[src/rtl/riscv_csr_pkg.sv]
// Shared constants for the machine-mode interrupt CSR block: CSR addresses,
// csr_op encodings, FSM state encodings and the CSR read-modify-write helper.
package riscv_csr_pkg;

    localparam logic [11:0] CSR_MSTATUS  = 12'h300;
    localparam logic [11:0] CSR_MIE      = 12'h304;
    localparam logic [11:0] CSR_MTVEC    = 12'h305;
    localparam logic [11:0] CSR_MSCRATCH = 12'h340;
    localparam logic [11:0] CSR_MEPC     = 12'h341;
    localparam logic [11:0] CSR_MCAUSE   = 12'h342;
    localparam logic [11:0] CSR_MIP      = 12'h344;

    localparam logic [1:0] CSR_OP_NONE  = 2'b00;
    localparam logic [1:0] CSR_OP_WRITE = 2'b01;
    localparam logic [1:0] CSR_OP_SET   = 2'b10;
    localparam logic [1:0] CSR_OP_CLEAR = 2'b11;

    localparam logic [2:0] ST_IDLE    = 3'd0;
    localparam logic [2:0] ST_DRAIN   = 3'd1;
    localparam logic [2:0] ST_TRAP    = 3'd2;
    localparam logic [2:0] ST_HANDLER = 3'd3;
    localparam logic [2:0] ST_RET     = 3'd4;

    // Local interrupt k reports cause 16+k and lives at mie/mip bit 16+k.
    localparam int IRQ_CAUSE_OFFSET = 16;

    localparam int MSTATUS_MIE_BIT  = 3;
    localparam int MSTATUS_MPIE_BIT = 7;

    typedef struct packed {
        logic stall;
        logic flush;
        logic ack;
        logic trap_take;
    } pipe_ctrl_t;

    function automatic logic [31:0] csr_apply(input logic [1:0]  op,
                                              input logic [31:0] old_val,
                                              input logic [31:0] wdata);
        logic [31:0] res;
        case (op)
            CSR_OP_WRITE: res = wdata;
            CSR_OP_SET:   res = old_val | wdata;
            CSR_OP_CLEAR: res = old_val & ~wdata;
            default:      res = old_val;
        endcase
        return res;
    endfunction

endpackage

[src/rtl/irq_prio_enc.sv]
// Lowest-index-wins priority encoder over the enabled-and-pending lines.
module irq_prio_enc #(
    parameter int N = 4
) (
    input  logic [N-1:0] req_i,
    output logic [3:0]   id_o,
    output logic         valid_o
);

    always_comb begin
        id_o    = '0;
        valid_o = |req_i;
        // Scan downward so the lowest set index is the last one written.
        for (int i = N - 1; i >= 0; i--) begin
            if (req_i[i]) begin
                id_o = 4'(i);
            end
        end
    end

endmodule

[src/rtl/irq_csr_unit.sv]
// Machine-mode interrupt CSRs plus the drain/trap/handler/return sequencer
// that steers the pipeline into and out of interrupt handlers.
module irq_csr_unit
    import riscv_csr_pkg::*;
#(
    parameter int          NUM_IRQ   = 4,
    parameter int          PC_W      = 11,
    parameter logic [31:0] MTVEC_RST = 32'h41
) (
    input  logic               clk_i,
    input  logic               reset_i,
    input  logic [PC_W-1:0]    pc_i,
    input  logic [11:0]        csr_raddr_i,
    input  logic [11:0]        csr_waddr_i,
    input  logic [31:0]        csr_wdata_i,
    input  logic [1:0]         csr_op_i,
    input  logic [NUM_IRQ-1:0] irq_i,
    input  logic               pipe_rdy_i,
    input  logic               mret_i,
    output logic [31:0]        csr_rdata_o,
    output logic [PC_W-1:0]    mepc_o,
    output logic [PC_W-1:0]    trap_addr_o,
    output logic               stall_o,
    output logic               flush_o,
    output logic               ack_o,
    output logic               trap_take_o,
    output logic [3:0]         irq_id_o,
    output logic [2:0]         fsm_state_o
);

    logic [2:0]         state_q, state_d;
    logic               mie_bit_q, mie_bit_d;
    logic               mpie_q, mpie_d;
    logic [NUM_IRQ-1:0] irq_en_q, irq_en_d;
    logic [NUM_IRQ-1:0] irq_pend_q;
    logic [31:0]        mtvec_q, mtvec_d;
    logic [31:0]        mscratch_q, mscratch_d;
    logic [31:0]        mcause_q, mcause_d;
    logic [PC_W-1:0]    mepc_q, mepc_d;
    logic [PC_W-1:0]    trap_addr_q, trap_addr_d;
    logic [3:0]         irq_id_q, irq_id_d;
    logic [31:0]        csr_rdata_q, csr_rdata_d;

    logic [NUM_IRQ-1:0] irq_req;
    logic [3:0]         enc_id;
    logic               enc_valid;
    logic               pending;
    logic               enter_trap;
    logic [31:0]        mstatus_rd, mie_rd, mip_rd, mepc_rd;
    logic [31:0]        wr_old, wr_val;
    logic [PC_W-1:0]    tvec_base, vec_off;
    pipe_ctrl_t         ctrl;

    assign irq_req = irq_en_q & irq_pend_q;

    irq_prio_enc #(
        .N (NUM_IRQ)
    ) u_prio_enc (
        .req_i   (irq_req),
        .id_o    (enc_id),
        .valid_o (enc_valid)
    );

    assign pending    = mie_bit_q & enc_valid;
    assign enter_trap = (state_q == ST_DRAIN) && pipe_rdy_i;

    // MPP is hard-wired to machine mode; every other unnamed bit reads 0.
    assign mstatus_rd = {19'b0, 2'b11, 3'b0, mpie_q, 3'b0, mie_bit_q, 3'b0};
    assign mie_rd     = 32'(irq_en_q) << IRQ_CAUSE_OFFSET;
    assign mip_rd     = 32'(irq_pend_q) << IRQ_CAUSE_OFFSET;
    assign mepc_rd    = 32'(mepc_q);

    always_comb begin
        csr_rdata_d = '0;
        case (csr_raddr_i)
            CSR_MSTATUS:  csr_rdata_d = mstatus_rd;
            CSR_MIE:      csr_rdata_d = mie_rd;
            CSR_MIP:      csr_rdata_d = mip_rd;
            CSR_MTVEC:    csr_rdata_d = mtvec_q;
            CSR_MSCRATCH: csr_rdata_d = mscratch_q;
            CSR_MEPC:     csr_rdata_d = mepc_rd;
            CSR_MCAUSE:   csr_rdata_d = mcause_q;
            default:      csr_rdata_d = '0;
        endcase
    end

    always_comb begin
        wr_old = '0;
        case (csr_waddr_i)
            CSR_MSTATUS:  wr_old = mstatus_rd;
            CSR_MIE:      wr_old = mie_rd;
            CSR_MTVEC:    wr_old = mtvec_q;
            CSR_MSCRATCH: wr_old = mscratch_q;
            CSR_MEPC:     wr_old = mepc_rd;
            CSR_MCAUSE:   wr_old = mcause_q;
            default:      wr_old = '0;
        endcase
        wr_val = csr_apply(csr_op_i, wr_old, csr_wdata_i);
    end

    always_comb begin
        state_d = state_q;
        case (state_q)
            ST_IDLE:    if (pending) state_d = ST_DRAIN;
            ST_DRAIN:   if (pipe_rdy_i) state_d = ST_TRAP;
            ST_TRAP:    state_d = ST_HANDLER;
            ST_HANDLER: begin
                if (pending) begin
                    state_d = ST_DRAIN;
                end else if (mret_i) begin
                    state_d = ST_RET;
                end
            end
            ST_RET:     state_d = ST_IDLE;
            default:    state_d = ST_IDLE;
        endcase
    end

    always_comb begin
        mie_bit_d  = mie_bit_q;
        mpie_d     = mpie_q;
        irq_en_d   = irq_en_q;
        mtvec_d    = mtvec_q;
        mscratch_d = mscratch_q;
        mcause_d   = mcause_q;
        mepc_d     = mepc_q;
        irq_id_d   = irq_id_q;

        if (enter_trap) begin
            mepc_d    = pc_i;
            mcause_d  = {1'b1, 31'(IRQ_CAUSE_OFFSET + int'(enc_id))};
            irq_id_d  = enc_id;
            mpie_d    = mie_bit_q;
            mie_bit_d = 1'b0;
        end
        if (state_q == ST_RET) begin
            mie_bit_d = mpie_q;
            mpie_d    = 1'b1;
        end

        // Software writes land after the hardware updates so they win.
        if (csr_op_i != CSR_OP_NONE) begin
            case (csr_waddr_i)
                CSR_MSTATUS: begin
                    mie_bit_d = wr_val[MSTATUS_MIE_BIT];
                    mpie_d    = wr_val[MSTATUS_MPIE_BIT];
                end
                CSR_MIE:      irq_en_d   = wr_val[IRQ_CAUSE_OFFSET +: NUM_IRQ];
                CSR_MTVEC:    mtvec_d    = wr_val;
                CSR_MSCRATCH: mscratch_d = wr_val;
                CSR_MEPC:     mepc_d     = wr_val[PC_W-1:0];
                CSR_MCAUSE:   mcause_d   = wr_val;
                default: ;
            endcase
        end
    end

    // Built from next-state values so the registered target matches the CSRs.
    always_comb begin
        tvec_base = {mtvec_d[PC_W-1:2], 2'b00};
        vec_off   = PC_W'({mcause_d[4:0], 2'b00});
        if (mtvec_d[1:0] == 2'b01) begin
            trap_addr_d = tvec_base + vec_off;
        end else begin
            trap_addr_d = tvec_base;
        end
    end

    always_ff @(posedge clk_i) begin
        if (reset_i) begin
            state_q     <= ST_IDLE;
            mie_bit_q   <= 1'b0;
            mpie_q      <= 1'b0;
            irq_en_q    <= '0;
            irq_pend_q  <= '0;
            mtvec_q     <= MTVEC_RST;
            mscratch_q  <= '0;
            mcause_q    <= '0;
            mepc_q      <= '0;
            irq_id_q    <= '0;
            trap_addr_q <= '0;
            csr_rdata_q <= '0;
        end else begin
            state_q     <= state_d;
            mie_bit_q   <= mie_bit_d;
            mpie_q      <= mpie_d;
            irq_en_q    <= irq_en_d;
            irq_pend_q  <= irq_i;
            mtvec_q     <= mtvec_d;
            mscratch_q  <= mscratch_d;
            mcause_q    <= mcause_d;
            mepc_q      <= mepc_d;
            irq_id_q    <= irq_id_d;
            trap_addr_q <= trap_addr_d;
            csr_rdata_q <= csr_rdata_d;
        end
    end

    always_comb begin
        ctrl.stall     = (state_q == ST_DRAIN);
        ctrl.flush     = (state_q == ST_DRAIN) || (state_q == ST_TRAP) || (state_q == ST_RET);
        ctrl.ack       = enter_trap;
        ctrl.trap_take = (state_q == ST_TRAP);
    end

    assign stall_o     = ctrl.stall;
    assign flush_o     = ctrl.flush;
    assign ack_o       = ctrl.ack;
    assign trap_take_o = ctrl.trap_take;
    assign csr_rdata_o = csr_rdata_q;
    assign mepc_o      = mepc_q;
    assign trap_addr_o = trap_addr_q;
    assign irq_id_o    = irq_id_q;
    assign fsm_state_o = state_q;

endmodule

[config.mk]
export PLATFORM = sky130hd
export DESIGN_NAME = irq_csr_unit
export DESIGN_NICKNAME = d
export VERILOG_FILES = /design/src/rtl/riscv_csr_pkg.sv /design/src/rtl/irq_prio_enc.sv /design/src/rtl/irq_csr_unit.sv
export SDC_FILE = /design/constraint.sdc
export NUM_CORES = 1
export LEC_CHECK = 0
export ABC_AREA = 1
export BUFFER_PORTS_ARGS = -buffer_cell sky130_fd_sc_hd__buf_2
export CAP_MARGIN = 15
export CORE_MARGIN = 5
export CORE_UTILIZATION = 61
export DETAILED_ROUTE_END_ITERATION = 16
export HOLD_SLACK_MARGIN = 0.03
export PLACE_DENSITY = 0.85
export SYNTH_ARGS = -nofsm -noshare
export SYNTH_HDL_FRONTEND = slang
export SYNTH_HIERARCHICAL = 1
export SYNTH_SLANG_ARGS = --single-unit
[constraint.sdc]
create_clock -name clk_i -period 7.6 [get_ports clk_i]
set_input_delay 1.52 -clock clk_i [delete_from_list [all_inputs] [get_ports clk_i]]
set_output_delay 1.52 -clock clk_i [all_outputs]
set_load 0.01 [all_outputs]
==> qor.csv, run 1 <==
metric;value;unit
run_status;finished clean;
gr-usage-all-layers;30.96;%
wire_length_of_the_first_global_routing_pass;40940;um
via_count_of_the_first_global_routing_pass;8291;
finalCritPeriodShare;65.22;%
worst-r2r-cell-count;22;
antenna_violations_before_repair;0;
crit_path_end;trap_addr_o[9];
worstPathMaxFanout;35;
clock_latency_late_sink;0.44;ns
maxSlewHeadroom;28.60;%
detailroute.wirelength.met2;11720;um
drt_iter0_markers;1146;
synth_top_area_share;38.39;%
final-instance-count-excl-fill;1551;
die_width;128.8;um
synthArstFlopShare;0;%
cts_setup_buffers;0;
synth_top_cell_by_area;sky130_fd_sc_hd__dfxtp_1;
routed_wl;26060;um
r2r_end;trap_addr_o[9];
hold_path_depth;2;
avgRoutedWirePerCell;16.80;um
cts_tree;done;
cp_common_cell;sky130_fd_sc_hd__nor2_1;
initial_core_util;61.98;%
setup_viol_count_final;0;
layout_skew;0.01009;ns
drt-met1-wl;10220;um
holdBufCountCts;0;
layout_min_cycle_time;4.957;ns
synth_area_per_cell;6.828;sq um
syn-cell-area;8603;sq um
placedInstanceArea;9211;sq um
maxUsedRoutingLayer;met4;
post-dp-hpwl;16860;um
synth-seq-cells;165;
clock_tree_root_driver_cell;sky130_fd_sc_hd__clkbuf_16;
final_hold_viol_count;0;
arrival;5.28;ns
synth_edf_count;0;
place.gp.congestion;0.9751;
drt_pass1_iterations;9;
power-per-cell-area;197.8;nW/um^2
ys.flop_type;sky130_fd_sc_hd__dfxtp_1;
die_y;128.8;um
sum_of_negative_setup_slack;0;ns
ys.warnings.count;6;
maximum_operating_frequency;201.7;MHz
rsz0062_at_grt;no;
drv_cap;0;
num_antenna_cells;0;
worst_slew_pin_slew;1.070;ns
netlist_top_cells_count;sky130_fd_sc_hd__nand2_1, sky130_fd_sc_hd__inv_1, sky130_fd_sc_hd__dfxtp_1;
criticalPathCategory;in2reg;
cts.htree.levels;4;
final_antenna_net_count;0;
synthCells;1260;
worst-path-stages;22;
area_delta_synth_final;14.62;%
cts-root-to-sink-buffers;2;
synth.most_common_cell;sky130_fd_sc_hd__nand2_1;
cp_slowest_cell;sky130_fd_sc_hd__nor2_4;
grt_start_max_net_pins;65;
post_synth_main_area_contributors;sky130_fd_sc_hd__dfxtp_1, sky130_fd_sc_hd__nand2_1, sky130_fd_sc_hd__inv_1;
crit-reg2reg-launch;fsm_state_o[0];
core_area;13880;sq um
post-route-worst-setup-slack;2.643;ns
layout_cells_sized_above_1;16.85;%
floorplan.die_area;16580;sq um
min-delay-path-class;reg2reg;
detail_route.vias_per_cell;5.818;
min_from;irq_id_o[3];
worst_path_largest_cell_delay;0.81;ns
num_rows;43;
cells_traversed_along_the_worst_timing_path;buf_2, nor2_2, nand2_4, nor2_8, nand2_2, nor2_4, inv_2, nand2_2, o22ai_1, inv_1, nand2_1, ha_1, a21oi_1, inv_1, a31oi_1, nor2_1, o21ai_0, nand2_1, nand3_1, nor2_1, nor2_1, nor2_1;
setup_slack_of_the_most_critical_reg_to_reg_path;3.84;ns
vias;9023;
preCtsSetupSlack;2.285;ns
setup.worst_path.end_class;flip-flop;
clk_transition_reported_paths;0.06;ns
synth_cell_type_count;44;
peakVddDrop;0.0001721;V
pin_count;142;
critical_path.startpoint;csr_waddr_i[11];
final_design_area_no_fill;9861;sq um
resized_gates_after_cts;0;
drc_errors;0;
final_nets;1441;
clock-sinks;165;
yosysSeqAreaShare;38.39;%
cts_inserted_buffers;17;
critPathLaunchType;input pin;
dr_wl_met3;3177;um
port_buffers;139;
worstPathRequired;7.92;ns
globalRoute.totalOverflow;0;
critical_path.n_buffers_inverters;4;
dp.cells;1518;
number_of_pins_exceeding_their_max_slew_limit_in_the_final_report;0;
cpLargestDelayFamily;simple AND/OR/NAND/NOR gates;
p_leak;0.004726;uW
-- cells in the final DEF, fill, tap and decap left out, types with 2 or more instances in the layout --
cell type | netlist | routed
sky130_fd_sc_hd__bufinv_16 | 0 | 3
sky130_fd_sc_hd__inv_2 | 14 | 14
sky130_fd_sc_hd__a21boi_2 | 3 | 3
sky130_fd_sc_hd__o22ai_1 | 61 | 61
sky130_fd_sc_hd__a211oi_1 | 3 | 3
sky130_fd_sc_hd__nor2_8 | 3 | 3
sky130_fd_sc_hd__clkbuf_16 | 0 | 17
sky130_fd_sc_hd__buf_4 | 6 | 6
sky130_fd_sc_hd__o2111ai_1 | 2 | 2
sky130_fd_sc_hd__o21ai_1 | 43 | 43
sky130_fd_sc_hd__nor3_1 | 7 | 7
sky130_fd_sc_hd__a21oi_2 | 6 | 6
sky130_fd_sc_hd__a22o_1 | 7 | 7
sky130_fd_sc_hd__a21oi_1 | 125 | 125
sky130_fd_sc_hd__nand2_2 | 10 | 10
sky130_fd_sc_hd__o211ai_1 | 24 | 24
sky130_fd_sc_hd__clkinv_4 | 0 | 4
sky130_fd_sc_hd__nand2_4 | 2 | 2
sky130_fd_sc_hd__o21ai_0 | 66 | 66
sky130_fd_sc_hd__inv_1 | 222 | 222
sky130_fd_sc_hd__nand2_1 | 224 | 224
sky130_fd_sc_hd__o21ai_2 | 2 | 2
sky130_fd_sc_hd__nand4_1 | 7 | 7
sky130_fd_sc_hd__buf_2 | 18 | 138
sky130_fd_sc_hd__o21bai_1 | 2 | 2
sky130_fd_sc_hd__nor2_2 | 5 | 5
sky130_fd_sc_hd__dfxtp_1 | 165 | 165
sky130_fd_sc_hd__nor2_4 | 6 | 6
sky130_fd_sc_hd__ha_1 | 5 | 5
sky130_fd_sc_hd__conb_1 | 2 | 4
sky130_fd_sc_hd__nand3_1 | 48 | 48
sky130_fd_sc_hd__inv_8 | 0 | 2
sky130_fd_sc_hd__xor2_1 | 3 | 3
sky130_fd_sc_hd__o221ai_1 | 16 | 16
sky130_fd_sc_hd__nor2_1 | 99 | 99
sky130_fd_sc_hd__inv_6 | 0 | 4
-- power breakdown --
part           switching, uW  internal (uW)
registers               6.50            873
clock network            380            536
logic                    104           50.1
-- worst reg2reg max path, delay by kind of cell (launching register included) --
kind                       cells  cell delay (ns)
AOI/OAI and AO/OA              4             0.60
DFF                            1             0.41
and+or+nand+nor               11             1.59
adders and majority gates      1             0.33
buffers and inverters          6             0.74
-- metrics by stage --
stage                     power (uW)  utilization [%]  hold slack [ns]
after floorplan                991.1                -           0.4437
after global placement          1046            66.36           0.4476
after detailed placement        1048            66.36           0.4546
after CTS                       1951            70.89           0.4642
after global routing            2007            71.04           0.4828
final                           1951            71.04           0.4632
-- final cells by class --
cell class	count	area, sq um
tap	180	225.2
multi-input combinational	792	4058
fill	1202	4020
clock buffer	18	439.2
clock inverter	14	190.2
inverter	237	889.6
timing repair buffer	145	755.7
sequential	165	3303
-- how the worst min path moves through the flow --
| stage | end | slack (ns) |
|---|---|---|
| after floorplan | mcause_q[10] | 0.44 |
| after global placement | irq_id_o[0] | 0.45 |
| after detailed placement | irq_id_o[2] | 0.45 |
| after CTS | irq_id_o[2] | 0.46 |
| after global routing | mcause_q[20] | 0.48 |
| final | irq_id_o[3] | 0.46 |
-- kinds of logic (layout without fill, tap and decap cells) --
group | after synthesis | count (layout) | synth area share [%]
compound gates | 362 | 362 | 24.52
xor+xnor | 3 | 3 | 0.3055
fa+ha+maj | 6 | 6 | 0.9599
buf+inv | 305 | 414 | 14.53
flops | 165 | 165 | 38.39
other cells | 2 | 4 | 0.08729
simple gates | 417 | 417 | 21.20
-- per-layer routing --
layer  vias up  global-route usage, %
met5         -                      0
met2       599                  49.39
met1      4027                  39.92
met3        90                  7.721
li1       4307                      -
met4         0                  13.40
-- state kept, by name, indices dropped and copies added (netlist names), 3 cells and up --
name / flops
csr_rdata_o: 32
mcause_q: 32
mscratch_q: 32
mtvec_q: 32
mepc_o: 11
trap_addr_o: 9
irq_en_q: 4
irq_id_o: 4
irq_pend_q: 4
fsm_state_o: 3
Note: power is estimated with default switching activity, not from simulation.
==> run 2, diff against run 1 <==
ABC_AREA = 0   (was 1)
CORE_UTILIZATION = 57   (was 61)
PLACE_DENSITY = 0.81   (was 0.85)
clock period = 4.6 ns   (was 7.6 ns; I/O delays follow)
==> qor.csv, run 2 <==
metric;value;unit;change
run_status;finished clean;;unchanged
setup.worst_path.end_class;flip-flop;;unchanged
maxSlewHeadroom;44.45;%;was 28.60%
port_buffers;139;;unchanged
cts_inserted_buffers;17;;unchanged
via_count_of_the_first_global_routing_pass;8243;;was 8291
initial_core_util;57.93;%;was 61.98%
setup_slack_of_the_most_critical_reg_to_reg_path;1.19;ns;was 3.84 ns
final_design_area_no_fill;9920;sq um;was 9861 sq um
gr-usage-all-layers;30.95;%;was 30.96%
die_y;131.5;um;was 128.8 um
ys.flop_type;sky130_fd_sc_hd__dfxtp_1;;unchanged
cts-root-to-sink-buffers;2;;unchanged
maximum_operating_frequency;245.3;MHz;
criticalPathCategory;in2reg;;unchanged
worst_slew_pin_slew;0.8312;ns;was 1.070 ns
cells_traversed_along_the_worst_timing_path;buf_2, or4_4, nor3_2, buf_4, a32oi_1, nand2_1, nor2_1, a31oi_1, ha_1, a21o_1, a21oi_1, o21bai_1, a21o_1, nand2_1, mux2_2;;was buf_2, nor2_2, nand2_4, nor2_8, nand2_2, nor2_4, inv_2, nand2_2, o22ai_1, inv_1, nand2_1, ha_1, a21oi_1, inv_1, a31oi_1, nor2_1, o21ai_0, nand2_1, nand3_1, nor2_1, nor2_1, nor2_1
peakVddDrop;0.0002602;V;was 0.0001721 V
resized_gates_after_cts;0;;unchanged
synth-seq-cells;165;;unchanged
crit-reg2reg-launch;fsm_state_o[2];;was fsm_state_o[0]
routed_wl;27760;um;was 26060 um
yosysSeqAreaShare;39.23;%;was 38.39%
combinational_family_with_the_most_area_after_synthesis;compound AO/OA/AOI/OAI gates;;unchanged
ys.warnings.count;6;;unchanged
antenna_violations_before_repair;0;;unchanged
hold_path_depth;2;;unchanged
sum_of_negative_setup_slack;0;ns;unchanged
worst_path_largest_cell_delay;0.66;ns;was 0.81 ns
finalCritPeriodShare;88.64;%;
layout_cells_sized_above_1;20.25;%;was 16.85%
synth_top_cell_by_area;sky130_fd_sc_hd__dfxtp_1;;unchanged
grt_start_max_net_pins;76;;was 65
vias;8879;;was 9023
synthArstFlopShare;0;%;unchanged
cts_setup_buffers;0;;unchanged
layout_min_cycle_time;4.077;ns;
dp.cells;1344;;was 1518
synth_area_per_cell;7.943;sq um;was 6.828 sq um
synthAdderAreaFrac;0.9808;%;was 0.9599%
critPathLaunchType;input pin;;unchanged
holdBufCountCts;0;;unchanged
number_of_pins_exceeding_their_max_slew_limit_in_the_final_report;0;;unchanged
area_delta_synth_final;17.82;%;was 14.62%
clock_tree_root_driver_cell;sky130_fd_sc_hd__clkbuf_16;;unchanged
cp_slowest_cell;sky130_fd_sc_hd__or4_4;;was sky130_fd_sc_hd__nor2_4
num_antenna_cells;0;;unchanged
dr_wl_met3;2889;um;was 3177 um
netlist_top_cells_count;sky130_fd_sc_hd__nand2_1, sky130_fd_sc_hd__dfxtp_1, sky130_fd_sc_hd__a21oi_1;;was sky130_fd_sc_hd__nand2_1, sky130_fd_sc_hd__inv_1, sky130_fd_sc_hd__dfxtp_1
core_area;14530;sq um;was 13880 sq um
r2r_end;trap_addr_o[10];;was trap_addr_o[9]
die_width;131.5;um;was 128.8 um
detailroute.wirelength.met2;12550;um;was 11720 um
num_rows;44;;was 43
drv_cap;0;;unchanged
synthCells;1060;;was 1260
min-delay-path-class;reg2reg;;unchanged
final_nets;1262;;was 1441
min_from;irq_id_o[0];;was irq_id_o[3]
cts.htree.levels;4;;unchanged
drt_pass1_iterations;6;;was 9
final-instance-count-excl-fill;1374;;was 1551
power-per-cell-area;302.6;nW/um^2;was 197.8 nW/um^2
place.gp.congestion;0.9812;;was 0.9751
synth_xor_area_share;3.641;%;was 0.3054%
wire_length_of_the_first_global_routing_pass;43920;um;was 40940 um
setup_viol_count_final;0;;unchanged
post_synth_main_area_contributors;sky130_fd_sc_hd__dfxtp_1, sky130_fd_sc_hd__nand2_1, sky130_fd_sc_hd__a22oi_1;;was sky130_fd_sc_hd__dfxtp_1, sky130_fd_sc_hd__nand2_1, sky130_fd_sc_hd__inv_1
globalRoute.totalOverflow;0;;unchanged
arrival;4.41;ns;was 5.28 ns
synthMuxAreaShare;2.838;%;was 0%
floorplan.die_area;17300;sq um;was 16580 sq um
layout_skew;0.01094;ns;was 0.01009 ns
worst-r2r-cell-count;15;;was 22
clock_latency_late_sink;0.44;ns;about the same
p_leak;0.003651;uW;was 0.004726 uW
final_hold_viol_count;0;;unchanged
detail_route.vias_per_cell;6.462;;was 5.818
avgRoutedWirePerCell;20.21;um;was 16.80 um
placedInstanceArea;9368;sq um;was 9211 sq um
syn-cell-area;8419;sq um;was 8603 sq um
synth_edf_count;0;;unchanged
synth_compound_gate_area_share;26.19;%;was 24.52%
drt-met1-wl;11200;um;was 10220 um
leading_cell_type_in_the_layout_fill_and_taps_excluded;sky130_fd_sc_hd__nand2_1;;unchanged
rsz0062_at_grt;no;;unchanged
whs_endpoint;irq_id_o[0];;was irq_id_o[3]
pin_count;142;;unchanged
synth.most_common_cell;sky130_fd_sc_hd__nand2_1;;unchanged
clock-sinks;165;;unchanged
clk_transition_reported_paths;0.07;ns;was 0.06 ns
synth_top_area_share;39.23;%;was 38.39%
mostFrequentLayoutCells;sky130_fd_sc_hd__nand2_1, sky130_fd_sc_hd__dfxtp_1, sky130_fd_sc_hd__buf_2, sky130_fd_sc_hd__a21oi_1, sky130_fd_sc_hd__a22oi_1;;was sky130_fd_sc_hd__nand2_1, sky130_fd_sc_hd__inv_1, sky130_fd_sc_hd__dfxtp_1, sky130_fd_sc_hd__buf_2, sky130_fd_sc_hd__a21oi_1
drt_iter0_markers;1189;;was 1146
final_antenna_net_count;0;;unchanged
worstPathMaxFanout;12;;was 35
cts_tree;done;;unchanged
maxUsedRoutingLayer;met4;;unchanged
worstPathRequired;4.93;ns;was 7.92 ns
post-dp-hpwl;18460;um;was 16860 um
synth_simple_gate_area_share;22.44;%;was 21.20%
synth_cell_type_count;71;;was 44
drc_errors;0;;unchanged
## run 2: cell count changes in the layout (fill, tap and decap cells not counted), sizes merged, moves of 16 or more
cell	change
nor2b	+18
nand2	-45
a22oi	+93
buf	+39
o221ai	-16
inv	-235
mux2i	+16
nor2	-36
xnor2	+34
o21ai	-93
o22ai	-58
o211ai	-23
## run 2: kinds of logic after synthesis
| family | count (synthesis) |
|---|---|
| other | 2 |
| AO/OA/AOI/OAI | 333 |
| AND/OR/NAND/NOR | 403 |
| adder cells (fa/ha/maj) | 6 |
| buffers and inverters | 93 |
| flip-flops | 165 |
| XOR/XNOR | 35 |
| multiplexers | 23 |
## run 2: worst max-delay path by stage
stage	startpoint	to	slack, ns	cells past startpoint
floorplan	csr_waddr_i[11]	trap_addr_o[10]	0.31	16
global placement	csr_waddr_i[11]	trap_addr_o[7]	0.24	15
detailed placement	csr_waddr_i[11]	trap_addr_o[7]	0.15	15
CTS	csr_waddr_i[11]	trap_addr_o[7]	0.56	15
global route	csr_waddr_i[11]	trap_addr_o[10]	0.37	14
finish	csr_waddr_i[11]	trap_addr_o[7]	0.52	15
## run 2: cell type report
class / instances / area (sq um)
timing repair buffer: 184 / 1036
fill: 1246 / 4614
multi-input combinational: 804 / 4772
tap: 184 / 230.2
clock inverter: 7 / 73.82
clock buffer: 23 / 478.0
sequential: 165 / 3303
inverter: 7 / 26.28
## run 2: per-layer routing
layer,up-vias,GRT usage (%)
met4,0,14.74
met2,559,47.80
li1,4065,-
met3,111,6.843
met1,4144,41.20
met5,-,0
## run 2: critical path: cells and delay by family
kind            cells  cell delay [ns]
compound gates      6             1.11
fa+ha+maj           1             0.30
buf+inv             2             0.39
mux                 1             0.32
simple gates        5             1.35
## run 2: power breakdown
| part | switching [uW] | internal (uW) | total (uW) | leakage (uW) |
|---|---|---|---|---|
| registers | 1.24 | 1430 | 1430 | 0.00133 |
| logic | 135 | 82.1 | 217 | 0.00205 |
| clock network | 570 | 783 | 1350 | 0.000269 |
| total | 706 | 2300 | 3000 | 0.00365 |
## run 2: through the flow
stage / hold slack, ns / utilization [%] / worst slack [ns] / power (uW)
after global placement: 0.4449 / 64.45 / 0.2393 / 1671
after global routing: 0.4840 / 68.25 / 0.3680 / 3096
after CTS: 0.4619 / 68.25 / 0.5578 / 3007
after floorplan: 0.4439 / - / 0.3146 / 1594
final: 0.4596 / 68.25 / 0.5226 / 3002
after detailed placement: 0.4526 / 64.45 / 0.1490 / 1674
